[src/rtl/bounce_shifter.sv]
// One-hot LED position generator: bounce (with dwell at bit 0), rotate left, rotate right, hold.
// Latency: pos/count/dir/wrap are registered and change together on the step edge; no extra pipeline stage.
// Backpressure: none; enable=0 freezes the prescaler and every output, and resumes without losing a step.
module bounce_shifter #(
  parameter int WIDTH    = 8,
  parameter int DWELL    = 4,
  parameter int PRESCALE = 1,
  localparam int PW      = ($clog2(WIDTH) < 1) ? 1 : $clog2(WIDTH)
) (
  input  logic             clk,
  input  logic             reset,
  input  logic             enable,
  input  logic [1:0]       mode,
  output logic [WIDTH-1:0] count,
  output logic [PW-1:0]    pos,
  output logic             dir,
  output logic             wrap
);

  // Prescaler counter width; a PRESCALE of 1 still needs a 1-bit counter that simply stays at 0.
  localparam int PSW = (PRESCALE > 1) ? $clog2(PRESCALE) : 1;

  localparam logic [PSW-1:0] PRESC_LAST = PSW'(PRESCALE - 1);
  localparam logic [PW-1:0]  POS_TOP    = PW'(WIDTH - 1);
  localparam logic [PW-1:0]  POS_TURN   = PW'((WIDTH > 2) ? (WIDTH - 2) : 0);
  localparam logic [PW-1:0]  POS_ONE    = PW'(1);
  localparam logic [7:0]     DWELL_LAST = 8'(DWELL - 1);

  localparam logic [1:0] MODE_BOUNCE = 2'b00;
  localparam logic [1:0] MODE_ROTL   = 2'b01;
  localparam logic [1:0] MODE_ROTR   = 2'b10;

  typedef enum logic [1:0] {
    ST_DWELL = 2'd0,
    ST_RISE  = 2'd1,
    ST_FALL  = 2'd2
  } bstate_t;

  // Registered state
  bstate_t          state_q;
  logic             in_bounce_q;  // bounce state/dwell_cnt are meaningful (cleared by rotate, kept by hold)
  logic [7:0]       dwell_q;
  logic [PSW-1:0]   presc_q;
  logic [PW-1:0]    pos_q;
  logic [WIDTH-1:0] count_q;
  logic             dir_q;
  logic             wrap_q;

  // Next-state values
  bstate_t          state_d;
  logic             in_bounce_d;
  logic [7:0]       dwell_d;
  logic [PSW-1:0]   presc_d;
  logic [PW-1:0]    pos_d;
  logic [WIDTH-1:0] count_d;
  logic             dir_d;
  logic             wrap_d;

  // Helpers
  logic             step;
  bstate_t          eff_state;  // bounce state to act on this step, after the re-entry rule
  logic [7:0]       eff_dwell;

  // Prescaler, bounce FSM and rotate next-state logic.
  always_comb begin
    step        = enable && (presc_q == PRESC_LAST);
    presc_d     = presc_q;
    state_d     = state_q;
    in_bounce_d = in_bounce_q;
    dwell_d     = dwell_q;
    pos_d       = pos_q;
    dir_d       = dir_q;
    wrap_d      = 1'b0;
    count_d     = '0;

    // On re-entry from a rotate, the old bounce context is gone: start in
    // DWELL if sitting on bit 0, otherwise pick up the climb from here.
    eff_state = in_bounce_q ? state_q : ((pos_q == '0) ? ST_DWELL : ST_RISE);
    eff_dwell = in_bounce_q ? dwell_q : 8'd0;

    if (enable) begin
      presc_d = step ? '0 : presc_q + 1'b1;
    end

    if (step) begin
      case (mode)
        MODE_BOUNCE: begin
          in_bounce_d = 1'b1;
          case (eff_state)
            ST_DWELL: begin
              dir_d = 1'b0;
              if (eff_dwell == DWELL_LAST) begin
                state_d = ST_RISE;
                pos_d   = POS_ONE;
                dwell_d = 8'd0;
              end else begin
                state_d = ST_DWELL;
                dwell_d = eff_dwell + 8'd1;
              end
            end
            ST_RISE: begin
              dwell_d = eff_dwell;
              if (pos_q == POS_TOP) begin
                if (WIDTH > 2) begin
                  state_d = ST_FALL;
                  pos_d   = POS_TURN;
                  dir_d   = 1'b1;
                end else begin
                  // Two-bit bus: there is no descent, the top goes straight back to the dwell.
                  state_d = ST_DWELL;
                  pos_d   = '0;
                  dwell_d = 8'd0;
                  dir_d   = 1'b0;
                  wrap_d  = 1'b1;
                end
              end else begin
                state_d = ST_RISE;
                pos_d   = pos_q + 1'b1;
                dir_d   = 1'b0;
              end
            end
            ST_FALL: begin
              dwell_d = eff_dwell;
              if (pos_q == POS_ONE) begin
                state_d = ST_DWELL;
                pos_d   = '0;
                dwell_d = 8'd0;
                dir_d   = 1'b0;
                wrap_d  = 1'b1;
              end else begin
                state_d = ST_FALL;
                pos_d   = pos_q - 1'b1;
                dir_d   = 1'b1;
              end
            end
            default: begin
              state_d = ST_DWELL;
              pos_d   = '0;
              dwell_d = 8'd0;
              dir_d   = 1'b0;
            end
          endcase
        end
        MODE_ROTL: begin
          in_bounce_d = 1'b0;
          dir_d       = 1'b0;
          if (pos_q == POS_TOP) begin
            pos_d  = '0;
            wrap_d = 1'b1;
          end else begin
            pos_d = pos_q + 1'b1;
          end
        end
        MODE_ROTR: begin
          in_bounce_d = 1'b0;
          dir_d       = 1'b1;
          if (pos_q == '0) begin
            pos_d  = POS_TOP;
            wrap_d = 1'b1;
          end else begin
            pos_d = pos_q - 1'b1;
          end
        end
        default: begin
          // Hold: the step is consumed, nothing moves and the bounce context is kept.
        end
      endcase
    end

    count_d[pos_d] = 1'b1;
  end

  // State register with synchronous active-low reset; reset beats a coincident step.
  always_ff @(posedge clk) begin
    if (!reset) begin
      state_q     <= ST_DWELL;
      in_bounce_q <= 1'b1;
      dwell_q     <= 8'd0;
      presc_q     <= '0;
      pos_q       <= '0;
      count_q     <= WIDTH'(1);
      dir_q       <= 1'b0;
      wrap_q      <= 1'b0;
    end else begin
      state_q     <= state_d;
      in_bounce_q <= in_bounce_d;
      dwell_q     <= dwell_d;
      presc_q     <= presc_d;
      pos_q       <= pos_d;
      count_q     <= count_d;
      dir_q       <= dir_d;
      wrap_q      <= wrap_d;
    end
  end

  assign count = count_q;
  assign pos   = pos_q;
  assign dir   = dir_q;
  // The pulse is masked while paused so a wrap is never reported on a frozen cycle.
  assign wrap  = wrap_q & enable;

endmodule

[config.mk]
export PLATFORM = sky130hd
export DESIGN_NAME = bounce_shifter
export DESIGN_NICKNAME = d
export VERILOG_FILES = /design/src/rtl/bounce_shifter.sv
export SDC_FILE = /design/constraint.sdc
export NUM_CORES = 1
export LEC_CHECK = 0
export CORE_ASPECT_RATIO = 0.9
export CORE_MARGIN = 4
export CORE_UTILIZATION = 60
export DETAILED_ROUTE_END_ITERATION = 6
export DONT_BUFFER_PORTS = 1
export PLACE_DENSITY = 0.76
export SYNTH_ARGS = -nofsm -noshare
export SYNTH_HDL_FRONTEND = slang
export SYNTH_SLANG_ARGS = --single-unit
[constraint.sdc]
create_clock -name clk -period 3 [get_ports clk]
set_clock_uncertainty 0.1 [all_clocks]
set_input_delay 0.75 -clock clk [delete_from_list [all_inputs] [get_ports clk]]
set_output_delay 0.75 -clock clk [all_outputs]
set_load 0.02 [all_outputs]
## Word level (Yosys, flattened, before mapping)

Index checks and enable logic that the tools add are counted.

- $add $sub $neg: 4
- Order comparisons: 2
- Eq/ne operators: 7
- Mux-type cells: 30
- Bitwise logic cells: 2
- Reduce and logical (&&, ||, !) cells: 12

Operators with widths:

| operator | count |
|---|---|
| 8-bit 2-to-1 mux | 3 |
| 8-bit one-hot mux with 3 select lines | 1 |
| 3-bit 2-to-1 mux | 6 |
| 3-bit one-hot mux with 3 select lines | 2 |
| 1-bit 2-to-1 mux | 9 |
| 8-bit by 1-bit adder with 8-bit output (second input constant) | 1 |
| 8-bit by 2-bit == test with 1-bit output (second input constant) | 1 |
| 2-bit AND reduction | 4 |
| 2-bit 2-to-1 mux | 3 |
| 1-bit one-hot mux with 3 select lines | 2 |
| 2-bit one-hot mux with 3 select lines | 1 |
| 2-bit by 1-bit == test with 1-bit output (second input constant) | 2 |
| 2-bit == test (second input constant) | 2 |
| 2-bit zero test | 2 |
| 3-bit by 4-bit less-than comparator with 1-bit output (second input constant) | 1 |
| 1-bit one-hot mux with 2 select lines | 2 |
| 3-bit by 1-bit adder with 3-bit output (second input constant) | 1 |
| 1-bit demux with 3-bit select | 1 |
| 3-bit by 1-bit == test with 1-bit output (second input constant) | 1 |
| 3-bit == test (second input constant) | 1 |
| 3-bit by 1-bit >= comparator with 1-bit output (second input constant) | 1 |
| 3-bit zero test | 1 |
| 3-bit nonzero test | 1 |
| 3-bit by 1-bit subtractor with 3-bit output (second input constant) | 1 |
| other kinds (6) | 7 |

- Bits in registers: 25
- Bits of input ports: 5
- Output and inout port bits: 13
- Logic and storage cells: 65

## Depth between registers and ports, before layout

Gate-level depths: netlist of run 1.

- Depth in word-level cells: 11
- Gate-level depth with buffers: 11
- Gate-level depth less buffers: 11

## Worst setup path before layout of run 1

No wires, ideal clock.

- Path kind: reg2reg
- From: reg pos_q[0], in the netlist pos[0]
- To: reg dwell_q[6]
- Setup time: 95 ps
- Arrival: 2448 ps
- Required time: 2805 ps
- Setup slack: 357 ps
- Cell stages (with the launch flop): 12
- Path buffers: 0
- Clock period less this slack: 2643 ps
- Cell sequence: dfxtp_1 -> inv_1 -> ha_1 -> nand2_1 -> mux2i_1 -> inv_1 -> ha_1 -> nand2b_1 -> nor3b_1 -> and2_1 -> nand3_1 -> a221oi_1

- Longest elaborated chain between the ends: 5
- Elaborated cells between the ends (all ways): 9
- Those cells by class: eq/ne (3); mux (4); reduce/logical (2)

Ends and longest elaborated chain:

| element | RTL line | source |
|---|---|---|
| start: declaration | 44 | `logic [PW-1:0] pos_q;` |
| start signal: assignment | 189 | `pos_q <= pos_d;` |
| 3-bit zero test | 78 | `eff_state = in_bounce_q ? state_q : ((pos_q == '0) ? ST_DWELL : ST_RISE);` |
| 1-bit 2-to-1 mux | 78 |  |
| 2-bit 2-to-1 mux | 78 |  |
| 2-bit == test (tied with other cells) | 89 | `case (eff_state)` |
| 8-bit one-hot mux with 3 select lines * | 89 |  |
| end signal: assignment | 187 | `dwell_q <= dwell_d;` |
| end: declaration | 42 | `logic [7:0] dwell_q;` |

Mark *: on every way between the ends. The rest lies on a longest branch, timed or not.
A chain may end at the register's enable or synchronous reset.

## Worst setup path after layout of run 1

- From: reg pos_q[1], in the netlist pos[1]
- To: reg count_q[7], in the netlist count[7]

- Longest elaborated chain between the ends: 11
- Elaborated cells between the ends (all ways): 23
- Those cells by class: add/sub (2); order compare (2); eq/ne (4); mux (12); reduce/logical (3)

Ends and longest elaborated chain:

| element | RTL line | source |
|---|---|---|
| 3-bit zero test | 78, 157 |  |
| 1-bit 2-to-1 mux | 78 |  |
| 2-bit 2-to-1 mux | 78 |  |
| 2-bit == test (tied with other cells) | 89 |  |
| 3-bit one-hot mux with 3 select lines | 89 |  |
| 3-bit one-hot mux with 3 select lines | 86 | `case (mode)` |
| 3-bit 2-to-1 mux * | 85 | `if (step) begin` |
| 3-bit by 4-bit less-than comparator with 1-bit output (not written as such) / 3-bit by 1-bit >= comparator with 1-bit output (equally long branches) | 170 | `count_d[pos_d] = 1'b1;` |
| 1-bit logical AND (not written as such) | 170 |  |
| 1-bit 2-to-1 mux (not written as such) | 170 |  |
| 1-bit demux with 3-bit select * | 170 |  |
| end signal: assignment | 190 | `count_q <= count_d;` |
| end: declaration | 45 | `logic [WIDTH-1:0] count_q;` |

Marks and branches as above.

==> impl_results.md, run 1 <==
- Status: complete, no violations
- Clk pin slew, worst setup/hold paths: roughly 0.15 ns
- Wire per inst: 17.2 um
- Register area: 500 um2
- Diode count: 0
- Detailed Routing Iterations Pass 1: 4
- Yosys warns: 0
- Largest net degree at the start of global routing: 16
- Min Tclk post-route: around 2.7 ns
- CTS tree: built
- CTS root buf: clkbuf_4
- R2r startpoint: pos[1]
- 1st-iter DRT viols: 117
- Layout fillers: around 230
- Unique cell type count in the Yosys netlist: 55
- Clk sink count: 25
- Slew headroom: 0.647
- HPWL Detailed: 2.90 mm
- GP Congestion: 0.949
- Total GRT Usage: 0.221
- Layout cell share with drive strength beyond 1: 0.122
- Area of the multi-input gates: 1040 um2
- Final WL: 3.85 mm
- R2R Setup Slk: 0.27 ns
- Post-synth top area share: 0.308
- Non-Filler Instances: 224
- Max Cap Viol: 0
- Starting Density: 0.647
- Post-route ant nets: 0
- Hold Vio Cnt, Final: 0
- Syn Nets: around 210
- Post-Syn Area: 1620 um2
- Post-synthesis compound-gate area fraction: 0.228
- Crit path kind: reg2reg
- Critical path arrival: 2.90 ns
- Hold Buf Count CTS: 0
- Slew Viols, Final: 0
- Mapped Cells: 191
- Die width: 62.8 um
- Synthesized area per cell: 8.50 um2
- Sequential area share after synthesis: 0.308
- Initial antenna violation count: 0
- GRT overflow: 0
- H-tree depth: 1
- Cell Pwr Density: 381 nW/um2
- CTS buffer count: 3
- Detailed-route via count: 1460
- Hold path startpoint: enable
- Core area: around 2500 um2
- Post-synthesis mux area share: 0.0123
- Max Freq: roughly 370 MHz
- Synth area leaders: dfxtp_1 31%, ha_1 12%, nand2_1 3.9%, inv_1 3.5%, o21ai_0 3.4%
- Peak VDD IR: between 0.0002 and 0.00025 V
- Final period util: 0.910
- Crit Reg-Reg Endpoint: count[7]
- Least-Margin Pin Slew: 0.530 ns
- Synthesized-area fraction occupied by adder cells: 0.116
- Commonest non-fill, non-tap cell in the layout: dfxtp_1
- Lkg Pwr: 0.000683 uW
- Routed vias/inst: 6.52
- Row Count: 17
- Ys flop type: dfxtp_1
- Startpoint types: flop
- Number of flops mapped to enable cells by yosys: 0
- Worst path max stage delay: 0.42 ns
- Seq cells post-synth: 25
- Simple-Gate Fraction of Synth Area: 0.284
- Top Family by Delay on Critical Path: compound AO/OA/AOI/OAI gates
- Critical path fanouts, max: 6
- Nets: 217
- Critical path's slowest cell: dfxtp_1
- Largest area contributor in the netlist: dfxtp_1
- Most frequent cells in the layout: 25 x dfxtp_1, 17 x nand2_1, 15 x inv_1, 15 x ha_1, 11 x o21ai_0
- Largest family of logic cells by synthesized area: simple AND/OR/NAND/NOR gates
- Buf+Inv Stages, Crit Path: 2
- CP required: 3.17 ns
- Asr flop ratio synth: 0
- Synth-to-Final Area Change: 5.40%
- PortBufs: 0
- Max clock buf depth: 2
- Setup violators final: 0
- Post-Synth XOR/XNOR Area: 0
- Worst setup EP type: flop
- Critical-path cell list: inv_1 -> ha_1 -> nand2_1 -> mux2i_1 -> inv_1 -> ha_1 -> nand2b_1 -> a21oi_1 -> a2bb2oi_1 -> o21ai_1 -> nor3b_1
- Worst-Skew Late Latency: 0.33 ns
- First-pass GRT wire length: 6.49 mm
- Worst Hold End: presc_q
- Min-delay worst type: in2reg
- DRC errors left: 0
- Setup TNS: 0 ns
- DIE AREA: about 3600 um2
- Min-Delay Path Depth: 1
- IO Count: 18
- RSZ-0062 raised after global routing: false
- Die height: 57.3 um
- R2R depth: 11
- Vias in the first global route: 1396
- Post-Place Cells: 220
==> power breakdown <==
part	switching [uW]	internal, uW	leakage (uW)
clock	115	51.1	0.0000139
combinational	74.0	49.0	0.000466
sequential	18.3	344	0.000203
total	207	444	0.000683
==> cells by family (layout without fill, tap and decap cells) <==
group	Yosys count	after routing
fa+ha+maj	15	15
buf+inv	20	25
compound gates	51	51
simple gates	78	78
mux	2	2
flops	25	25
==> cell usage after synthesis, drive strengths merged, types with 2 or more instances <==
cell    count
dfxtp      25
nand2      17
ha         15
inv        15
o21ai      13
a21oi      10
nor2       10
nor3b       8
and2        6
nand2b      6
nand3       5
nand3b      5
nor3        5
clkbuf      4
a22oi       3
o211ai      3
a211oi      2
a21boi      2
a221oi      2
a311oi      2
a31oi       2
and3        2
mux2i       2
nand4       2
nor2b       2
nor4        2
nor4b       2
or3b        2
==> what timing repair did <==
| item | CTS | global route |
|---|---|---|
| resized for setup | 0 | 1 |
| setup endpoints to repair | 0 | 1 |
| setup buffers | 0 | 0 |
==> stage by stage <==
| step | worst slack [ns] | utilization | hold WS, ns | power [uW] | area, um2 |
|---|---|---|---|---|---|
| 2_1_floorplan | 0.357 | - | 0.332 | 460 | 1620 |
| 6_report | 0.271 | 0.681 | 0.362 | 652 | 1710 |
| 4_1_cts | 0.219 | 0.679 | 0.360 | 650 | 1710 |
| 3_5_place_dp | 0.287 | 0.667 | 0.347 | 490 | 1680 |
| 5_1_grt | 0.0564 | 0.681 | 0.336 | 686 | 1710 |
| 3_3_place_gp | 0.427 | 0.667 | 0.343 | 486 | 1680 |
==> worst reg2reg max path, delay by kind of cell (launching register included) <==
kind | cells | cell delay, ns
flip-flops | 1 | 0.42
multiplexers | 1 | 0.23
AO/OA/AOI/OAI | 3 | 0.62
adder cells (fa/ha/maj) | 2 | 0.46
buffers and inverters | 2 | 0.29
AND/OR/NAND/NOR | 3 | 0.54
==> sequential cells by signal, indices dropped and copies added, names as in the netlist <==
register	count
in_bounce_q	1
state_q	2
dwell_q	8
pos	3
wrap_q	1
count	8
dir	1
presc_q	1
==> per-layer routing <==
metal  routed length, um  track usage  vias up  part of all wire
met3                 180       0.0512       10             0.047
met1                1700        0.266      698              0.44
met4                  50       0.0629        0             0.013
met2                1910        0.398       49              0.50
li1                    -            -      703                 -
met5                   0            0        -                 0
==> cell type report <==
| class | instances | share of cell area |
|---|---|---|
| multi-input combinational | 146 | 0.610 |
| sequential | 25 | 0.293 |
| inverter | 15 | 0.0329 |
| timing repair buffer | 6 | 0.0263 |
| tap | 28 | 0.0205 |
| clock buffer | 3 | 0.0132 |
| clock inverter | 1 | 0.00439 |
==> worst max path at each step <==
stage | startpoint | end | slack [ns] | depth (start not counted)
after global placement | pos[1] | dwell_q[6] | 0.43 | 11
after CTS | pos[1] | dwell_q[6] | 0.22 | 11
after floorplan | pos[0] | dwell_q[6] | 0.36 | 11
final | pos[1] | count[7] | 0.27 | 11
after detailed placement | pos[1] | dwell_q[6] | 0.29 | 11
after global routing | pos[1] | dwell_q[6] | 0.06 | 11
No activity file was read; power rests on OpenSTA's default activity.
==> run 2, diff against run 1 <==
--- a/config.mk
+++ b/config.mk
@@ -10,6 +10,7 @@
 export CORE_UTILIZATION = 60
 export DETAILED_ROUTE_END_ITERATION = 6
 export DONT_BUFFER_PORTS = 1
+export GPL_ROUTABILITY_DRIVEN = 0
 export PLACE_DENSITY = 0.76
 export SYNTH_ARGS = -nofsm -noshare
 export SYNTH_HDL_FRONTEND = slang
==> impl_results.md, run 2 (synthesis gave the netlist of run 1 again) <==
- Status: complete, no violations
- Hold_ws: 0.370 ns (+0.00832 ns)
- Setup violators final: 0 (unchanged)
- Power share of the clock group: 0.251 (-0.004)
- Hold Vio Cnt, Final: 0 (unchanged)
- Nets: 217 (unchanged)
- Max Freq: 364 MHz (-0.58%)
- Detailed Routing Iterations Pass 1: 6 (+2)
- Layout fillers: 211 (-6.2%)
- Critical path's slowest cell: dfxtp_1
- Initial antenna violation count: 0 (unchanged)
- Worst setup EP type: flop
- Core area: 2510 um2 (unchanged)
- Most used cell, CP: ha_1
- Starting Density: 0.647 (unchanged)
- HPWL Detailed: 2.97 mm (+2.3%)
- Least-Margin Pin Slew: 0.541 ns (+0.0117 ns)
- DIE AREA: 3600 um2 (unchanged)
- Diode count: 0 (unchanged)
- CTS buffer count: 3 (unchanged)
- Worst-Skew Late Latency: 0.33 ns (about the same)
- Setup TNS: 0 ns (unchanged)
- Die width: 62.8 um (unchanged)
- Final period util: 0.915 (+0.00534)
- Vias in the first global route: 1392 (-0.29%)
- Logic pwr share: 0.191 (+0.002)
- Die height: 57.3 um (unchanged)
- Total GRT Usage: 0.227 (+0.00503)
- Largest net degree at the start of global routing: 17 (+1)
- 1st-iter DRT viols: 112 (-4.3%)
- Row Count: 17 (unchanged)
- R2R depth: 11 (unchanged)
- Min Tclk post-route: 2.75 ns (+0.0160 ns)
- Layout cell share with drive strength beyond 1: 0.133 (+0.0102)
- Crit path kind: reg2reg
- Min-Delay Path Depth: 1 (unchanged)
- Peak VDD IR: 0.000264 V (+19%)
- Post-route ant nets: 0 (unchanged)
- Final WL: 3.82 mm (-0.68%)
- H-tree depth: 1 (unchanged)
- Critical path fanouts, max: 6 (unchanged)
- GRT overflow: 0 (unchanged)
- PortBufs: 0 (unchanged)
- Crit Reg-Reg Endpoint: dwell_q[6]
- Synth-to-Final Area Change: 5.71%
- Top Family by Delay on Critical Path: simple AND/OR/NAND/NOR gates
- Clk sink count: 25 (unchanged)
- R2R Setup Slk: 0.25 ns (-0.02 ns)
- Lkg Pwr: 0.000683 uW (about the same)
- Most frequent cells in the layout: 25 x dfxtp_1, 17 x nand2_1, 15 x ha_1
- IO Count: 18 (unchanged)
- Slew Viols, Final: 0 (unchanged)
- Max Cap Viol: 0 (unchanged)
- Switching share of total power: 0.311 (-0.00728)
- Design Area, Final: 1720 um2 (+0.29%)
- Cell Pwr Density: 379 nW/um2 (-0.50%)
- CTS tree: built
- Critical-path cell list: inv_2 -> ha_1 -> nand2_1 -> mux2i_2 -> inv_1 -> ha_1 -> nand2b_1 -> nor3b_2 -> and2_1 -> nand3_1 -> a221oi_1
- NetSw: 202 uW (-2.5%)
- Worst Hold End: presc_q
- Commonest non-fill, non-tap cell in the layout: dfxtp_1
- Routed vias/inst: 6.58 (+0.96%)
- Slew headroom: 0.639 (-0.00780)
- Startpoint types: flop
- Hold path startpoint: enable
- Cell-internal power: 448 uW (+0.85%)
- Max clock buf depth: 2 (unchanged)
- RSZ-0062 raised after global routing: false
- R2r startpoint: pos[1]
- Critical path startpoint: pos[1]
- CTS root buf: clkbuf_4
- Detailed-route via count: 1474 (+0.96%)
- Post-CTS Setup Inserts: 0 (unchanged)
- First-pass GRT wire length: 6.60 mm (+1.8%)
- Worst path max stage delay: 0.43 ns (about the same)
- DRC errors left: 0 (unchanged)
- CP required: 3.13 ns (-0.04 ns)
- Buf+Inv Stages, Crit Path: 2 (unchanged)
- Min-delay worst type: in2reg
- Wire per inst: 17.1 um (-0.68%)
- Critical path arrival: 2.87 ns (-0.03 ns)
- Seq pwr share: 0.558 (+0.002)
- Clk pin slew, worst setup/hold paths: 0.15 ns (about the same)
- Placed Area: 1680 um2 (unchanged)
run 2: worst max path at each step:
stage	endpoint	slack [ns]	depth (start not counted)
after CTS	dwell_q[6]	0.14	11
final	dwell_q[6]	0.25	11
after global placement	dwell_q[6]	0.46	11
after global routing	dwell_q[6]	0.05	11
after floorplan	dwell_q[6]	0.36	11
after detailed placement	dwell_q[6]	0.22	11
run 2: power by group through the flow:
stage / Clock (uW) / Sequential (uW) / Combinational [uW]
3_3_place_gp: 0 / 370 / 115
6_report: 163 / 363 / 124
5_1_grt: 191 / 365 / 136
3_5_place_dp: 0 / 370 / 120
4_1_cts: 167 / 363 / 121
2_1_floorplan: 0 / 369 / 91.8
run 2: layout make-up:
type | count | area [um2] | share of cell area
multi-input combinational | 146 | 1050 | 0.610
sequential | 25 | 500 | 0.292
inverter | 15 | 56.3 | 0.0328
timing repair buffer | 6 | 45.0 | 0.0263
tap | 28 | 35.0 | 0.0204
clock buffer | 3 | 22.5 | 0.0131
clock inverter | 1 | 8.76 | 0.00511
run 2: what timing repair did:
action,4_1_cts,5_1_grt
endpoints found under the setup margin,0,2
gates resized for setup,0,3
hold buffers,0,0
run 2: layer usage:
| metal | global-route usage | share of wire | vias up |
|---|---|---|---|
| met5 | 0 | 0 | - |
| met2 | 0.413 | 0.49 | 69 |
| met1 | 0.264 | 0.41 | 683 |
| li1 | - | - | 703 |
| met4 | 0.0597 | 0.032 | 0 |
| met3 | 0.0591 | 0.065 | 19 |
run 2: stage by stage:
stage,setup slack [ns],total power (uW),util,std cells
finish,0.255,650,0.683,224
global route,0.0518,692,0.683,224
CTS,0.136,651,0.680,224
detailed placement,0.217,490,0.667,220
global placement,0.462,485,0.667,220
floorplan,0.357,460,-,191
